**config.mk**
```make
export PLATFORM = sky130hd
export DESIGN_NAME = reduceron_gc_sched
export DESIGN_NICKNAME = d
export VERILOG_FILES = /design/src/rtl/reduceron_pkg.sv /design/src/rtl/reduceron_heap_port_mux.sv /design/src/rtl/reduceron_gc_sched.sv
export SDC_FILE = /design/constraint.sdc
export NUM_CORES = 1
export LEC_CHECK = 0
export ABC_AREA = 0
export BUFFER_PORTS_ARGS = -buffer_cell sky130_fd_sc_hd__clkbuf_2
export CAP_MARGIN = 10
export CORE_MARGIN = 5
export CORE_UTILIZATION = 31
export DETAILED_ROUTE_END_ITERATION = 12
export PLACE_DENSITY = 0.83
export SLEW_MARGIN = 20
export SYNTH_ARGS = -nofsm -noshare
export SYNTH_HDL_FRONTEND = slang
export SYNTH_SLANG_ARGS = --single-unit
```
**constraint.sdc**
```tcl
create_clock -name clock -period 2.3 [get_ports clock]
set_input_delay 0 -clock clock [delete_from_list [all_inputs] [get_ports clock]]
set_output_delay 0 -clock clock [all_outputs]
set_load 0.05 [all_outputs]
```
**src/rtl/reduceron_pkg.sv**
```systemverilog
// Shared definitions for the Reduceron garbage-collection scheduler slice:
// sequencer state encoding, default widths and exported state-vector layout.
package reduceron_pkg;

  localparam int HEAP_AW_DEFAULT = 13;
  localparam int DATA_W_DEFAULT  = 16;

  // Position of the GC flag in the core's exported state vector.
  localparam int STATE_GC_BIT = 5;

  // Heap words carry a type tag in their low bits.
  localparam int TAG_W = 3;

  // Collector sequencing states.
  typedef enum logic [2:0] {
    ST_IDLE    = 3'd0,
    ST_DRAIN   = 3'd1,
    ST_COLLECT = 3'd2,
    ST_RESUME  = 3'd3,
    ST_FULL    = 3'd4
  } gc_state_e;

endpackage

```
**src/rtl/reduceron_heap_port_mux.sv**
```systemverilog
// Heap RAM port arbitration: grants and mem_* selection keyed on the GC state.
// The mutator owns the port while running or draining, the collector while
// collecting, and the port is parked at zero otherwise.
module reduceron_heap_port_mux
  import reduceron_pkg::*;
#(
  parameter int HEAP_AW = HEAP_AW_DEFAULT,
  parameter int DATA_W  = DATA_W_DEFAULT
) (
  input  gc_state_e           state,
  input  logic                mut_req,
  input  logic                mut_we,
  input  logic [HEAP_AW-1:0]  mut_addr,
  input  logic [DATA_W-1:0]   mut_wdata,
  input  logic                gc_req,
  input  logic                gc_we,
  input  logic [HEAP_AW-1:0]  gc_addr,
  input  logic [DATA_W-1:0]   gc_wdata,
  output logic                mut_gnt,
  output logic                gc_gnt,
  output logic [HEAP_AW-1:0]  mem_addr,
  output logic                mem_we,
  output logic [DATA_W-1:0]   mem_wdata
);

  // Select the port owner; writes only reach the RAM when the access is granted.
  always_comb begin
    mut_gnt   = 1'b0;
    gc_gnt    = 1'b0;
    mem_addr  = '0;
    mem_we    = 1'b0;
    mem_wdata = '0;
    case (state)
      ST_IDLE, ST_DRAIN: begin
        mut_gnt   = mut_req;
        mem_addr  = mut_addr;
        mem_we    = mut_we & mut_req;
        mem_wdata = mut_wdata;
      end
      ST_COLLECT: begin
        gc_gnt    = gc_req;
        mem_addr  = gc_addr;
        mem_we    = gc_we & gc_req;
        mem_wdata = gc_wdata;
      end
      default: begin
      end
    endcase
  end

endmodule

```
**src/rtl/reduceron_gc_sched.sv**
```systemverilog
// Reduceron GC scheduler: watches the heap pointer, stalls the reducer at an
// instruction boundary, hands the heap port to the collector, then reloads
// the heap pointer and resumes (or parks in FULL if too little was freed).
// Optional build macro REDUCERON_GC_STATS_EN adds gc_count / gc_cycles.
module reduceron_gc_sched
  import reduceron_pkg::*;
#(
  parameter int HEAP_AW    = HEAP_AW_DEFAULT,
  parameter int DATA_W     = DATA_W_DEFAULT,
  parameter int HEAP_LIMIT = 7680
) (
  input  logic                clock,
  input  logic                reset,
  input  logic [HEAP_AW-1:0]  hp,
  input  logic                mut_busy,
  input  logic                gc_force,
  input  logic                mut_req,
  input  logic                mut_we,
  input  logic [HEAP_AW-1:0]  mut_addr,
  input  logic [DATA_W-1:0]   mut_wdata,
  output logic                mut_gnt,
  output logic                mut_stall,
  input  logic                gc_req,
  input  logic                gc_we,
  input  logic [HEAP_AW-1:0]  gc_addr,
  input  logic [DATA_W-1:0]   gc_wdata,
  output logic                gc_gnt,
  output logic                gc_start,
  input  logic                gc_done,
  input  logic [HEAP_AW-1:0]  gc_hp,
  output logic                hp_load,
  output logic [HEAP_AW-1:0]  hp_new,
  output logic                gc_active,
  output logic                heap_full,
  output logic [HEAP_AW-1:0]  mem_addr,
  output logic                mem_we,
  output logic [DATA_W-1:0]   mem_wdata
`ifdef REDUCERON_GC_STATS_EN
  ,
  output logic [15:0]         gc_count,
  output logic [31:0]         gc_cycles
`endif
);

  localparam logic [HEAP_AW-1:0] LIMIT = HEAP_AW'(HEAP_LIMIT);

  gc_state_e          state;
  gc_state_e          state_nxt;
  logic               trig;
  logic               pend;
  logic               enter_collect;
  logic [HEAP_AW-1:0] gc_hp_lat;

  assign enter_collect = (state != ST_COLLECT) && (state_nxt == ST_COLLECT);

  // State register; reset returns to IDLE from anywhere, even mid-collection.
  always_ff @(posedge clock) begin
    if (reset) state <= ST_IDLE;
    else       state <= state_nxt;
  end

  // Registered heap-limit compare and gc_force latch (consumed on COLLECT entry).
  always_ff @(posedge clock) begin
    if (reset) begin
      trig <= 1'b0;
      pend <= 1'b0;
    end else begin
      trig <= (hp >= LIMIT);
      if (enter_collect)
        pend <= 1'b0;
      else if ((state != ST_COLLECT) && gc_force)
        pend <= 1'b1;
    end
  end

  // Capture the post-GC heap pointer reported alongside gc_done.
  always_ff @(posedge clock) begin
    if ((state == ST_COLLECT) && gc_done)
      gc_hp_lat <= gc_hp;
  end

  // Next-state decode and per-state control outputs.
  always_comb begin
    state_nxt = state;
    mut_stall = 1'b0;
    gc_start  = 1'b0;
    hp_load   = 1'b0;
    hp_new    = '0;
    gc_active = 1'b0;
    heap_full = 1'b0;
    case (state)
      ST_IDLE: begin
        if (trig || pend || gc_force)
          state_nxt = ST_DRAIN;
      end
      ST_DRAIN: begin
        // Wait for the reducer to reach an instruction boundary.
        mut_stall = 1'b1;
        if (!mut_busy) begin
          gc_start  = 1'b1;
          gc_active = 1'b1;
          state_nxt = ST_COLLECT;
        end
      end
      ST_COLLECT: begin
        mut_stall = 1'b1;
        gc_active = 1'b1;
        if (gc_done)
          state_nxt = ST_RESUME;
      end
      ST_RESUME: begin
        mut_stall = 1'b1;
        gc_active = 1'b1;
        hp_load   = 1'b1;
        hp_new    = gc_hp_lat;
        // Still over the limit after collecting: the heap is genuinely full.
        state_nxt = (gc_hp_lat >= LIMIT) ? ST_FULL : ST_IDLE;
      end
      ST_FULL: begin
        mut_stall = 1'b1;
        heap_full = 1'b1;
      end
      default: state_nxt = ST_IDLE;
    endcase
  end

  reduceron_heap_port_mux #(
    .HEAP_AW (HEAP_AW),
    .DATA_W  (DATA_W)
  ) u_port_mux (
    .state     (state),
    .mut_req   (mut_req),
    .mut_we    (mut_we),
    .mut_addr  (mut_addr),
    .mut_wdata (mut_wdata),
    .gc_req    (gc_req),
    .gc_we     (gc_we),
    .gc_addr   (gc_addr),
    .gc_wdata  (gc_wdata),
    .mut_gnt   (mut_gnt),
    .gc_gnt    (gc_gnt),
    .mem_addr  (mem_addr),
    .mem_we    (mem_we),
    .mem_wdata (mem_wdata)
  );

`ifdef REDUCERON_GC_STATS_EN
  // Collection statistics: saturating start count, wrapping active-cycle count.
  always_ff @(posedge clock) begin
    if (reset) begin
      gc_count  <= '0;
      gc_cycles <= '0;
    end else begin
      if (gc_start && (gc_count != 16'hFFFF))
        gc_count <= gc_count + 16'd1;
      if (gc_active)
        gc_cycles <= gc_cycles + 32'd1;
    end
  end
`else
  // Statistics counters are not built in this configuration.
`endif

endmodule

```
==> flow_summary.yaml <==
sta:
  tns_ns: 0
  slew_headroom_pct: 58.5
  hold_violations: 0
  finalCritPeriodShare_pct: 89.1
  min_period_ns: 2.05
  fin_ws_ns: 0.251
  max_freq_mhz: 488
  setup_viol: 0
  rsz0062_at_grt: "no"
  holdWs_ns: 0.0410
  worst_pin_slew_ns: 0.621
  finClkSkew_ns: 0.00479
  drv_slew: 0
global_route:
  grt_max_degree: 34
  grt_pass1_wl_mm: 5.53
  antenna_found_initial: 0
  grt_pass1_vias: 1245
  gr-total-overflow: 0
  grtUsageTotal_pct: 15.4
die:
  die_y_um: 68.8
  io_pins: 143
  die_width_um: 68.8
  dieArea_sq_um: 4730
  coreArea_sq_um: 3340
  initial_core_util_pct: 32.1
  rows: 21
logic_synthesis:
  syn-num-nets: 191
  syn_area_sq_um: 1070
  ys_types: 24
  yosys_warnings: 0
  synth_area_leaders: "edfxtp_1 (36%), a22o_1 (25%), and2_1 (9.3%)"
  synth_cells: 98
  synth.avg_cell_area_sq_um: 10.9
  ys_seq_elements: 18
  yosysTopAreaCellShare_pct: 36.4
  yosysTopAreaCell: "edfxtp_1"
  yosysSeqAreaShare_pct: 45.8
finish:
  n_antenna_cell: 0
  final_cell_mix: "clkbuf_2 (133), a22o_1 (30), dlygate4sd3_1 (17), and2_1 (16), edfxtp_1 (13)"
  fill_cells: 307
  layout_commonest_cell: "clkbuf_2"
  final_layout_size_suffix_gt1_share_pct: 57.4
  nets: 338
  fin_cells: 290
  syn2layout_area_growth_pct: 83.1
clock_tree:
  clock_sinks: 18
  clkTransAtPathRegs_ns: 0.09
  cts_tree: "built"
  root_buffer: "clkbuf_4"
  clk_latency_ns: 0.29
  h-tree-depth: 1
  cts_setup_buffers: 0
  cts_buffers: 3
  clock_path_buffers: 2
drt:
  first_pass_iters: 4
  viasPerCell: 4.71
  drc: 0
  first_iter_violations: 42
  via_count: 1367
  antenna_left: 0
  wirelength_mm: 4.15
  wl_per_cell_um: 14.3
min_path:
  hp-class: "in2reg"
  hold_depth: 4
flow_run:
  maxCapViolations: 0
setup_path:
  slowest_delay_ns: 0.57
  ff2ff_path_depth: 2
  startpoint_type: "flop"
  critPathMaxFanout: 33
  arrival_ns: 2.05
  worstPathCellList: "nor3b_4, buf_4, and2_1, a22o_1, clkbuf_2"
  required_ns: 2.30
  end_kind: "output port"
  worstSetupPathType: "reg2out"
  critPathSlowestCell: "dfxtp_1"
placement:
  dp_slack_ns: 0.354
  dp_hpwl_mm: 3.27
  gp_congestion: 0.733
  dp.cells: 269
  portBuffers: 133
power:
  power_density_nw_per_um2: 542
  leakage_nw: 1.03
  vdd_drop_max_mv: 0.391
outcome:
  status: "finished clean"
-- sequential cells by signal, summed over array words and instances, names as in the netlist --
name	cells
state	3
pend	1
gc_hp_lat	13
trig	1
-- worst max-delay path: cells and delay by family, from the launching register on --
family | cells | cell delay, ns
compound gates | 1 | 0.14
buf+inv | 2 | 0.61
flops | 1 | 0.57
simple gates | 2 | 0.45
-- stage by stage --
stage	instance area [sq um]	power (mW)	util [%]
3_5_place_dp	1760	0.891	52.7
2_1_floorplan	1070	0.744	-
5_1_grt	1960	1.11	58.8
4_1_cts	1960	1.07	58.6
6_report	1960	1.06	58.8
3_3_place_gp	1760	0.887	52.7
-- metal layers --
metal,vias to the layer above,part of all wire (%),track usage (%)
met5,-,0,0
met4,0,1.6,4.87
met3,6,14,5.19
met2,79,53,30.9
met1,612,31,14.2
li1,670,-,-
-- report_power, final --
part | leakage [nW] | internal (mW) | switching, mW
Sequential | 0.158 | 0.360 | 0.0118
Clock | 0.0150 | 0.0673 | 0.0906
Combinational | 0.852 | 0.175 | 0.358
Total | 1.03 | 0.603 | 0.460
-- cells by family (layout without fill, tap and decap cells) --
family	count (synthesis)	in the layout	share of synthesized area, %
AOI/OAI and AO/OA	36	36	28.4
DFF	18	18	45.8
buffers and inverters	10	156	4.56
and+or+nand+nor	34	34	21.3
-- cell type report --
class	count	area [sq um]	area share, %
Timing Repair Buffer	151	843	43.0
Inverter	1	3.75	0.191
Clock buffer	4	26.3	1.34
Sequential cell	18	490	25.0
Tap cell	46	57.6	2.94
Multi-Input combinational cell	70	539	27.5
-- final timing paths --
path	from	endpoint	slack, ns
min reg2reg	pend$_SDFFE_PP0P_	pend$_SDFFE_PP0P_	0.47
max reg2reg	state[1]$_SDFF_PP0_	gc_hp_lat[1]$_DFFE_PP_	0.62
min	mut_busy	state[1]$_SDFF_PP0_	0.04
max	state[1]$_SDFF_PP0_	mem_we	0.25
-- timing repair --
item,4_1_cts,5_1_grt
endpoints found under the setup margin,0,1
endpoints found under the hold margin,17,0
hold buffers,17,0
resized for setup,0,1
-- cell usage after synthesis --
master    count
a21o_1        1
a22o_1       30
nor3_1        2
o21a_1        1
buf_4         1
a211oi_1      1
nor3b_1       1
a31oi_1       1
and3_1        1
a21oi_1       1
nor2_1        8
nor3b_4       1
and3b_1       1
o31ai_1       1
clkbuf_1      2
buf_2         6
edfxtp_1     13
and2_1       16
nor2b_1       1
inv_1         1
nor4b_4       1
nor4bb_1      1
dfxtp_1       5
nand4_1       1
Power figures use the tool's default switching activity.
